## src/rtl/mem_preload_launcher.sv

```systemverilog
// Preload/launch front-end for the HLS `main` accelerator.
// Streams base-address and data-byte tokens into the accelerator RAM through
// slave channel 0. On end-of-vector it pulses start_port and counts cycles
// until done_port, then emits one result record.
module mem_preload_launcher #(
   parameter int ADDR_W      = 14,
   parameter int DATA_W      = 16,
   parameter int CYC_W       = 32,
   parameter int MAX_CYCLES  = 200000000,
   parameter int ACK_TIMEOUT = 15
) (
   input  logic              clock,
   input  logic              reset,
   input  logic              in_valid,
   output logic              in_ready,
   input  logic [1:0]        in_kind,
   input  logic [31:0]       in_data,
   output logic [1:0]        S_oe_ram,
   output logic [1:0]        S_we_ram,
   output logic [ADDR_W-1:0] S_addr_ram,
   output logic [DATA_W-1:0] S_Wdata_ram,
   output logic [7:0]        S_data_ram_size,
   input  logic [1:0]        Sout_DataRdy,
   output logic              start_port,
   input  logic              done_port,
   output logic              res_valid,
   input  logic              res_ready,
   output logic [CYC_W-1:0]  res_cycles,
   output logic [1:0]        res_status
);

   localparam int ACK_W = $clog2(ACK_TIMEOUT + 1);

   localparam logic [1:0] K_BASE = 2'd0;
   localparam logic [1:0] K_BYTE = 2'd1;
   localparam logic [1:0] K_END  = 2'd2;

   localparam logic [1:0] ST_OK     = 2'd0;
   localparam logic [1:0] ST_RUN_TO = 2'd1;
   localparam logic [1:0] ST_ACK_TO = 2'd2;

   localparam logic [CYC_W-1:0] CYC_LIMIT = CYC_W'(MAX_CYCLES);

   // DRAIN swallows the rest of a vector whose load failed on an ack timeout.
   typedef enum logic [2:0] {
      S_IDLE, S_WRITE, S_START, S_RUN, S_REPORT, S_DRAIN
   } state_t;

   state_t            state_q, state_d;
   logic [ADDR_W-1:0] base_q;
   logic [ADDR_W-1:0] offset_q;
   logic [7:0]        byte_q;
   logic [ACK_W-1:0]  ack_cnt_q;
   logic [CYC_W-1:0]  cyc_q;
   logic [CYC_W-1:0]  res_cycles_q;
   logic [1:0]        res_status_q;

   logic              tok_fire;
   logic              ack;
   logic              ack_expire;
   logic [CYC_W-1:0]  cyc_now;
   logic              run_timeout;
   logic              unused_bits;

   // A token is taken whenever we are in a token-consuming state.
   assign tok_fire    = in_valid && ((state_q == S_IDLE) || (state_q == S_DRAIN));
   assign ack         = Sout_DataRdy[0];
   // The ack counter would reach ACK_TIMEOUT at the end of this cycle.
   assign ack_expire  = !ack && (ack_cnt_q == ACK_W'(ACK_TIMEOUT - 1));
   // Cycle count including the current RUN cycle; saturates instead of wrapping.
   assign cyc_now     = (&cyc_q) ? cyc_q : cyc_q + 1'b1;
   assign run_timeout = (cyc_now >= CYC_LIMIT);
   // Upper address bits and the channel-1 acknowledge have no function here.
   assign unused_bits = ^{in_data[31:ADDR_W], Sout_DataRdy[1]};

   // State register.
   always_ff @(posedge clock or posedge reset) begin
      if (reset) begin
         state_q <= S_IDLE;
      end else begin
         state_q <= state_d;
      end
   end

   // Next-state selection.
   always_comb begin
      state_d = state_q;
      case (state_q)
         S_IDLE: begin
            if (tok_fire) begin
               if (in_kind == K_BYTE) begin
                  state_d = S_WRITE;
               end else if (in_kind == K_END) begin
                  state_d = S_START;
               end
            end
         end
         S_WRITE: begin
            if (ack) begin
               state_d = S_IDLE;
            end else if (ack_expire) begin
               state_d = S_REPORT;
            end
         end
         S_START: state_d = S_RUN;
         S_RUN: begin
            if (done_port || run_timeout) begin
               state_d = S_REPORT;
            end
         end
         S_REPORT: begin
            if (res_ready) begin
               state_d = (res_status_q == ST_ACK_TO) ? S_DRAIN : S_IDLE;
            end
         end
         S_DRAIN: begin
            if (tok_fire && (in_kind == K_END)) begin
               state_d = S_IDLE;
            end
         end
         default: state_d = S_IDLE;
      endcase
   end

   // Outputs decoded purely from state so they drop with an asynchronous reset.
   always_comb begin
      in_ready        = 1'b0;
      S_oe_ram        = 2'b00;
      S_we_ram        = 2'b00;
      S_addr_ram      = '0;
      S_Wdata_ram     = '0;
      S_data_ram_size = 8'd0;
      start_port      = 1'b0;
      res_valid       = 1'b0;
      res_cycles      = '0;
      res_status      = ST_OK;
      case (state_q)
         S_IDLE, S_DRAIN: in_ready = !reset;
         S_WRITE: begin
            S_we_ram        = 2'b01;
            S_addr_ram      = base_q + offset_q;
            S_Wdata_ram     = {{(DATA_W - 8){1'b0}}, byte_q};
            S_data_ram_size = 8'd8;
         end
         S_START: start_port = 1'b1;
         S_REPORT: begin
            res_valid  = 1'b1;
            res_cycles = res_cycles_q;
            res_status = res_status_q;
         end
         default: ;
      endcase
   end

   // Address pointer, write byte, ack/cycle counters and the result record.
   always_ff @(posedge clock or posedge reset) begin
      if (reset) begin
         base_q       <= '0;
         offset_q     <= '0;
         byte_q       <= 8'd0;
         ack_cnt_q    <= '0;
         cyc_q        <= '0;
         res_cycles_q <= '0;
         res_status_q <= ST_OK;
      end else begin
         case (state_q)
            S_IDLE: begin
               if (tok_fire && (in_kind == K_BASE)) begin
                  base_q   <= in_data[ADDR_W-1:0];
                  offset_q <= '0;
               end else if (tok_fire && (in_kind == K_BYTE)) begin
                  byte_q    <= in_data[7:0];
                  ack_cnt_q <= '0;
               end
            end
            S_WRITE: begin
               if (ack) begin
                  offset_q <= offset_q + 1'b1;
               end else begin
                  ack_cnt_q <= ack_cnt_q + 1'b1;
                  if (ack_expire) begin
                     res_cycles_q <= '0;
                     res_status_q <= ST_ACK_TO;
                  end
               end
            end
            S_START: cyc_q <= {{(CYC_W - 1){1'b0}}, 1'b1};
            S_RUN: begin
               if (done_port) begin
                  res_cycles_q <= cyc_now;
                  res_status_q <= ST_OK;
               end else if (run_timeout) begin
                  res_cycles_q <= CYC_LIMIT;
                  res_status_q <= ST_RUN_TO;
               end else begin
                  cyc_q <= cyc_now;
               end
            end
            S_REPORT: begin
               if (res_ready) begin
                  base_q   <= '0;
                  offset_q <= '0;
               end
            end
            default: ;
         endcase
      end
   end

endmodule

```

## config.mk

```make
export PLATFORM = sky130hd
export DESIGN_NAME = mem_preload_launcher
export DESIGN_NICKNAME = d
export VERILOG_FILES = /design/src/rtl/mem_preload_launcher.sv
export SDC_FILE = /design/constraint.sdc
export NUM_CORES = 1
export LEC_CHECK = 0
export ABC_AREA = 1
export CAP_MARGIN = 0
export CELL_PAD_IN_SITES_DETAIL_PLACEMENT = 2
export CELL_PAD_IN_SITES_GLOBAL_PLACEMENT = 2
export CORE_ASPECT_RATIO = 1.1
export CORE_UTILIZATION = 29
export CTS_CLUSTER_DIAMETER = 40
export DETAILED_ROUTE_END_ITERATION = 10
export PLACE_DENSITY_LB_ADDON = 0.3
export SYNTH_ARGS = -nofsm -noshare
export SYNTH_HDL_FRONTEND = slang
export SYNTH_SLANG_ARGS = --single-unit
```

## constraint.sdc

```tcl
create_clock -name clock -period 3.9 [get_ports clock]
set_input_delay 0.78 -clock clock [delete_from_list [all_inputs] [get_ports clock]]
set_output_delay 0.78 -clock clock [all_outputs]
set_load 0.05 [all_outputs]
```

### Yosys cells after proc, flatten, opt, wreduce, memory -nomap -nowiden

Index checks and enable logic that the tools add are counted.

* add/subtract/negate cells: 4
* magnitude comparators: 1
* equality and inequality tests: 24
* muxes and demuxes: 43
* bitwise operators: 1
* reductions and logical operators: 25

Operators with widths (number)
* $mux 32: 8
* $pmux 32 s2: 2
* $mux 14: 5
* $pmux 14 s3: 1
* $add 32x1->32 const B: 1
* $ge 32x28->1 const B: 1
* $reduce_and 32->1: 1
* $pmux 14 s2: 1
* $mux 3: 9
* $ne 2x2->1 const B: 9
* $pmux 3 s6: 1
* $mux 4: 4
* $add 14x1->14 const B: 1
* $add 14x14->14: 1
* $reduce_and 4->1: 3
* $mux 2: 5
* $reduce_and 3->1: 3
* $mux 8: 1
* $pmux 4 s2: 1
* $reduce_bool 2->1: 4
* $eq 3x2->1 const B: 2
* $eq 3x3->1 const B: 2
* $ne 2x1->1 const B: 3
* $ne 3x3->1 const B: 2
* 17 further kinds: 27

* register bits after elaboration: 109
* input port bits: 41
* logic and storage cells: 106

### Depth between registers and ports, before layout

* depth in word-level cells: 7
* mapped depth: 20
* gate-level depth less buffers: 19

### Worst setup path after synthesis

OpenSTA, ideal clock, no wires.

* kind: register -> output
* from: register state_q[1]
* to: output res_cycles[0]
* data arrival time: 2.585 ns
* required time: 3.120 ns
* path slack: 0.535 ns
* cell stages (with the launch flop): 7
* path buffers: 1
* path through: dfrtp_1 -> nor2_1 -> inv_1 -> nor2_1 -> clkinv_1 -> clkbuf_1 -> nor2_1

* cells in the longest elaborated chain, start to end: 2

RTL lines
* from (decl): line 49 `state_t state_q, state_d;`
* from (signal assigned): line 81 `state_q <= state_d;`
* $eq 3x3->1: line 137 `case (state_q)`
* $mux 32: line 137
* to (decl): line 28 `output logic [CYC_W-1:0] res_cycles,`

Every way passes these cells.

### Worst setup path in the final report

* from: register offset_q[8]
* to: output S_addr_ram[9]

* cells in the longest elaborated chain, start to end: 2

RTL lines
* from (decl): line 51 `logic [ADDR_W-1:0] offset_q;`
* from (signal assigned): line 178 `offset_q <= offset_q + 1'b1;`
* $add 14x14->14: line 141 `S_addr_ram = base_q + offset_q;`
* $mux 14: line 137
* to (decl): line 20 `output logic [ADDR_W-1:0] S_addr_ram,`

Every way passes these cells.

==> results.txt <==
The flow ran to the end, but the final reports show violations. The final reports fail on DRC. The routed design could run at a clock period as short as about 3.7 ns.

The critical path goes through ha_1 -> nand2_1 -> nor3_1 -> nand3_1 -> o2111ai_1 -> o21ai_0 -> a21oi_1 -> clkdlybuf4s50_1. At the end of the flow the core is filled with cells to 0.368. The design draws 4510 uW. On the critical path the largest part of the delay comes from buffers and inverters. The number of warning messages in the yosys log came out at 0. Counting cells, the worst reg-to-reg path comes to 17. Along the worst path, the maximum fanout reaches 6. The initial core utilization came out at 0.295. The number of detailed-routing iterations run before antenna repair came out at 7.

The placed wire-length estimate is around 19000 um. The worst slack at placement is 0.381 ns. In this run the post-CTS setup repair buffer count came out at 0. The level count of the clock H-tree came out at 3. The number of synthesized register bits is ~110. The number of global-route vias before repair is a little under 8000. The wire length of the first global-routing pass came out at ~40000 um. The critical register-to-register path startpoint is cyc_q[0]$_DFFE_PP0P_.

Dividing the final minimum period by the clock period gives 0.951. The total of endpoints with negative setup slack in the final report is 0. The remaining antenna violation count came out at 0. The worst flop-to-flop path endpoint is cyc_q[10]$_DFFE_PP0P_.

For this block, the initial DRC count from the detailed router was 230. The analysis attributes to cell leakage a power of 0.00439 uW. The overall routed net length is between 20000 and 25000 um. The number of different library cells in the post-synthesis netlist is between 40 and 50. The tightest min-delay check is of the register to register type.

After detailed placement, the design holds a cell count of ~1400. On the critical path, the stage with the largest delay is an instance of sky130_fd_sc_hd__clkdlybuf4s50_1. The number of non-filler instances in the completed layout is around 1500. The achievable frequency is between 200 and 300 MHz. The highest ir drop seen on vdd is between 0.0002 and 0.00025 V. Power spread over the standard cell area amounts to 503 nW/um^2. The buffers plus inverters on the worst setup path came out at 1. The layout cell share with drive strength beyond 1 is 0.0779. In the post-route analysis, the smallest setup slack over all paths is 0.190 ns. For the pin with the worst max-slew slack, the measured transition is 0.993 ns.

The post-synthesis cell area came out at a little over 7000 um^2. The die footprint came out at approximately 25000 um^2. After detailed routing, the number of remaining DRC violations is 16. The most critical setup path has its startpoint at offset_q[8]$_DFFE_PP0P_. The number of rows in the core area came out at 60.

The total number of cells along the worst setup path is 8. The start-to-end type of the worst setup path is register to output pin. Setup repair after global routing left no endpoint under its margin. The number of cells produced by synthesis came out at about 1100. The number of port buffers came out at 82. The via-per-instance ratio is just under 5.

The area of the placeable core is 24400 um^2. Counting every sink on the clock net gives 109. The worst setup path is launched from a register. The initial antenna violation count was 0. The number of clock buffers inserted by TritonCTS came out at 9. After detailed routing, the average wire length per cell comes to between 15 and 20 um. TritonCTS built the clock tree. 0 antenna diodes ended up in the layout.

Measured along the y axis, the die boundary spans between 150 and 200 um. The pin count of the biggest net entering global routing is 60. The routed layout has 7071 vias. The arrival time reported for the critical path endpoint came out at 2.93 ns. The launch instance of the worst min-delay path is res_cycles_q[16]$_DFFE_PP0P_. The final max-slew violation count is 0.

For the final database, setup skew stands at 0.0118 ns. After global routing the overflow that remains totals 0. In the final design database the tool counted between 1000 and 1500 nets. The number of cells traversed by the worst hold path came out at 2. After synthesis, the share of flip-flops with an asynchronous set or reset is 1.00. The predominant post-synthesis flop cell is sky130_fd_sc_hd__dfrtp_1. Sorting the synthesized cells by area gives the leading types as sky130_fd_sc_hd__dfrtp_1, sky130_fd_sc_hd__nand2_1, sky130_fd_sc_hd__nor2_1. The area fraction of the dominant cell type after synthesis came out at 0.379.

The total global-route track usage is 0.199. The width of the die is about 150 um. The area growth from synthesis to layout is 24.8%. Yosys mapped a number of flops with a built-in enable equal to 0. In this run the deepest clock path goes through 2 buffers. For this design the top-level I/O count stands at between 100 and 150. For the worst setup path, the data required time is between 3 and 4 ns. The tightest slew margin relative to the limit is 0.336. The largest total area in the synthesized netlist belongs to sky130_fd_sc_hd__dfrtp_1.

The total count of hold-check failures in the final report came to 0. The share of the yosys chip area belonging to registers came out at 0.379. The final setup TNS came out at 0 ns.

STA classifies the critical path endpoint as an output pin. The tree is rooted in a sky130_fd_sc_hd__clkbuf_16. The average instance in the mapped netlist occupies roughly 6.7 um^2. The number of hold-repair buffers added at the cts stage came out at 0.

The clock transition time at the flip-flop clock pins of the worst setup and hold paths is about 0.070 ns. The critical path's largest stage delay is 0.81 ns. For the worst-skew pair, the clock arrives at the later sink with an insertion delay of ~0.37 ns. The critical path ends at S_addr_ram[9]. The global placement routability congestion is 0.843. The register-to-register setup slack came out at around 0.58 ns. The tool flagged a number of max-cap violations equal to 0.
layer usage:
layer | vias up | GRT usage | part of all wire
li1 | 3464 | - | -
met3 | 24 | 0.0217 | 0.018
met2 | 73 | 0.383 | 0.54
met4 | 0 | 0.0568 | 0.016
met1 | 3510 | 0.228 | 0.42
met5 | - | 0 | 0
worst min-delay path, cell delays in order (launching register included):
cell                      delay (ns)
sky130_fd_sc_hd__dfrtp_1        0.35
sky130_fd_sc_hd__nand2_1        0.05
sky130_fd_sc_hd__nand2_1        0.04
through the flow:
stage / instance area (um^2) / hold WS (ns)
CTS: 8970 / 0.479
finish: 8970 / 0.474
floorplan: 7250 / 0.442
global route: 8970 / 0.493
detailed placement: 8630 / 0.461
global placement: 8630 / 0.456
Yosys cell counts (2+ instances only):
cell,number
sky130_fd_sc_hd__or2_2,2
sky130_fd_sc_hd__nand4_1,4
sky130_fd_sc_hd__nor3_1,11
sky130_fd_sc_hd__ha_1,17
sky130_fd_sc_hd__nand3b_1,2
sky130_fd_sc_hd__nor2_1,141
sky130_fd_sc_hd__o21ai_0,50
sky130_fd_sc_hd__buf_4,21
sky130_fd_sc_hd__a211oi_1,4
sky130_fd_sc_hd__xor2_1,5
sky130_fd_sc_hd__o211ai_1,3
sky130_fd_sc_hd__a21oi_1,42
sky130_fd_sc_hd__buf_6,6
sky130_fd_sc_hd__nand2_4,3
sky130_fd_sc_hd__o21bai_1,3
sky130_fd_sc_hd__a31oi_1,4
sky130_fd_sc_hd__nand2_2,3
sky130_fd_sc_hd__o31ai_1,2
sky130_fd_sc_hd__inv_1,140
sky130_fd_sc_hd__nand3_1,85
sky130_fd_sc_hd__nor2_2,4
sky130_fd_sc_hd__buf_2,2
sky130_fd_sc_hd__clkbuf_1,21
sky130_fd_sc_hd__nor2_4,4
sky130_fd_sc_hd__dfrtp_1,109
sky130_fd_sc_hd__xnor2_1,9
sky130_fd_sc_hd__nand2_1,363
kinds of logic (layout without fill, tap and decap cells):
kind of cell             Yosys count  in the layout  synth area share
AO/OA/AOI/OAI                    114            114            0.0873
XOR/XNOR                          14             14            0.0171
adder cells (fa/ha/maj)           18             18            0.0324
buffers and inverters            192            254             0.118
flip-flops                       109            109             0.379
other                              1             18          0.000522
AND/OR/NAND/NOR                  628            628             0.366
power by group:
part | switching (uW) | internal (uW) | total, uW | leakage, uW
combinational | 1330 | 559 | 1890 | 0.00275
sequential | 160 | 1380 | 1540 | 0.00147
clock | 496 | 582 | 1080 | 0.000166
state kept, by name, indices dropped and copies added (netlist names):
signal / count
offset_q: 14
ack_cnt_q: 4
cyc_q: 32
res_status_q: 2
res_cycles_q: 32
state_q: 3
byte_q: 8
base_q: 14
cell usage in the layout, fill, tap and decap left out, drive strengths merged, types with 9 or more instances in the layout:
cell type	netlist	routed
nand2	370	370
clkdlybuf4s50	0	41
buf	29	50
nor3	11	11
nand3	87	87
inv	141	145
dfrtp	109	109
conb	1	18
clkbuf	21	9
xnor2	9	9
ha	17	17
o21ai	50	50
nor2	149	149
a21oi	42	42
how the worst min path moves through the flow:
stage / slack [ns] / to
4_1_cts: 0.48 / res_cycles_q[16]$_DFFE_PP0P_
3_3_place_gp: 0.46 / res_cycles_q[29]$_DFFE_PP0P_
5_1_grt: 0.49 / res_cycles_q[16]$_DFFE_PP0P_
6_report: 0.47 / res_cycles_q[16]$_DFFE_PP0P_
2_1_floorplan: 0.44 / res_cycles_q[0]$_DFFE_PP0P_
3_5_place_dp: 0.46 / res_cycles_q[16]$_DFFE_PP0P_
final cells by class:
class	instances	area, um^2
clock inverter	7	114
fill	2942	15400
sequential	109	2730
inverter	142	536
clock buffer	9	225
multi-input combinational	792	3680
tap	310	388
timing repair buffer	96	1300
timing repair:
action,in CTS,in global routing
setup endpoints to repair,4,1
resized for setup,4,1
pin swaps,0,0
(Power assumes the default switching activity.)
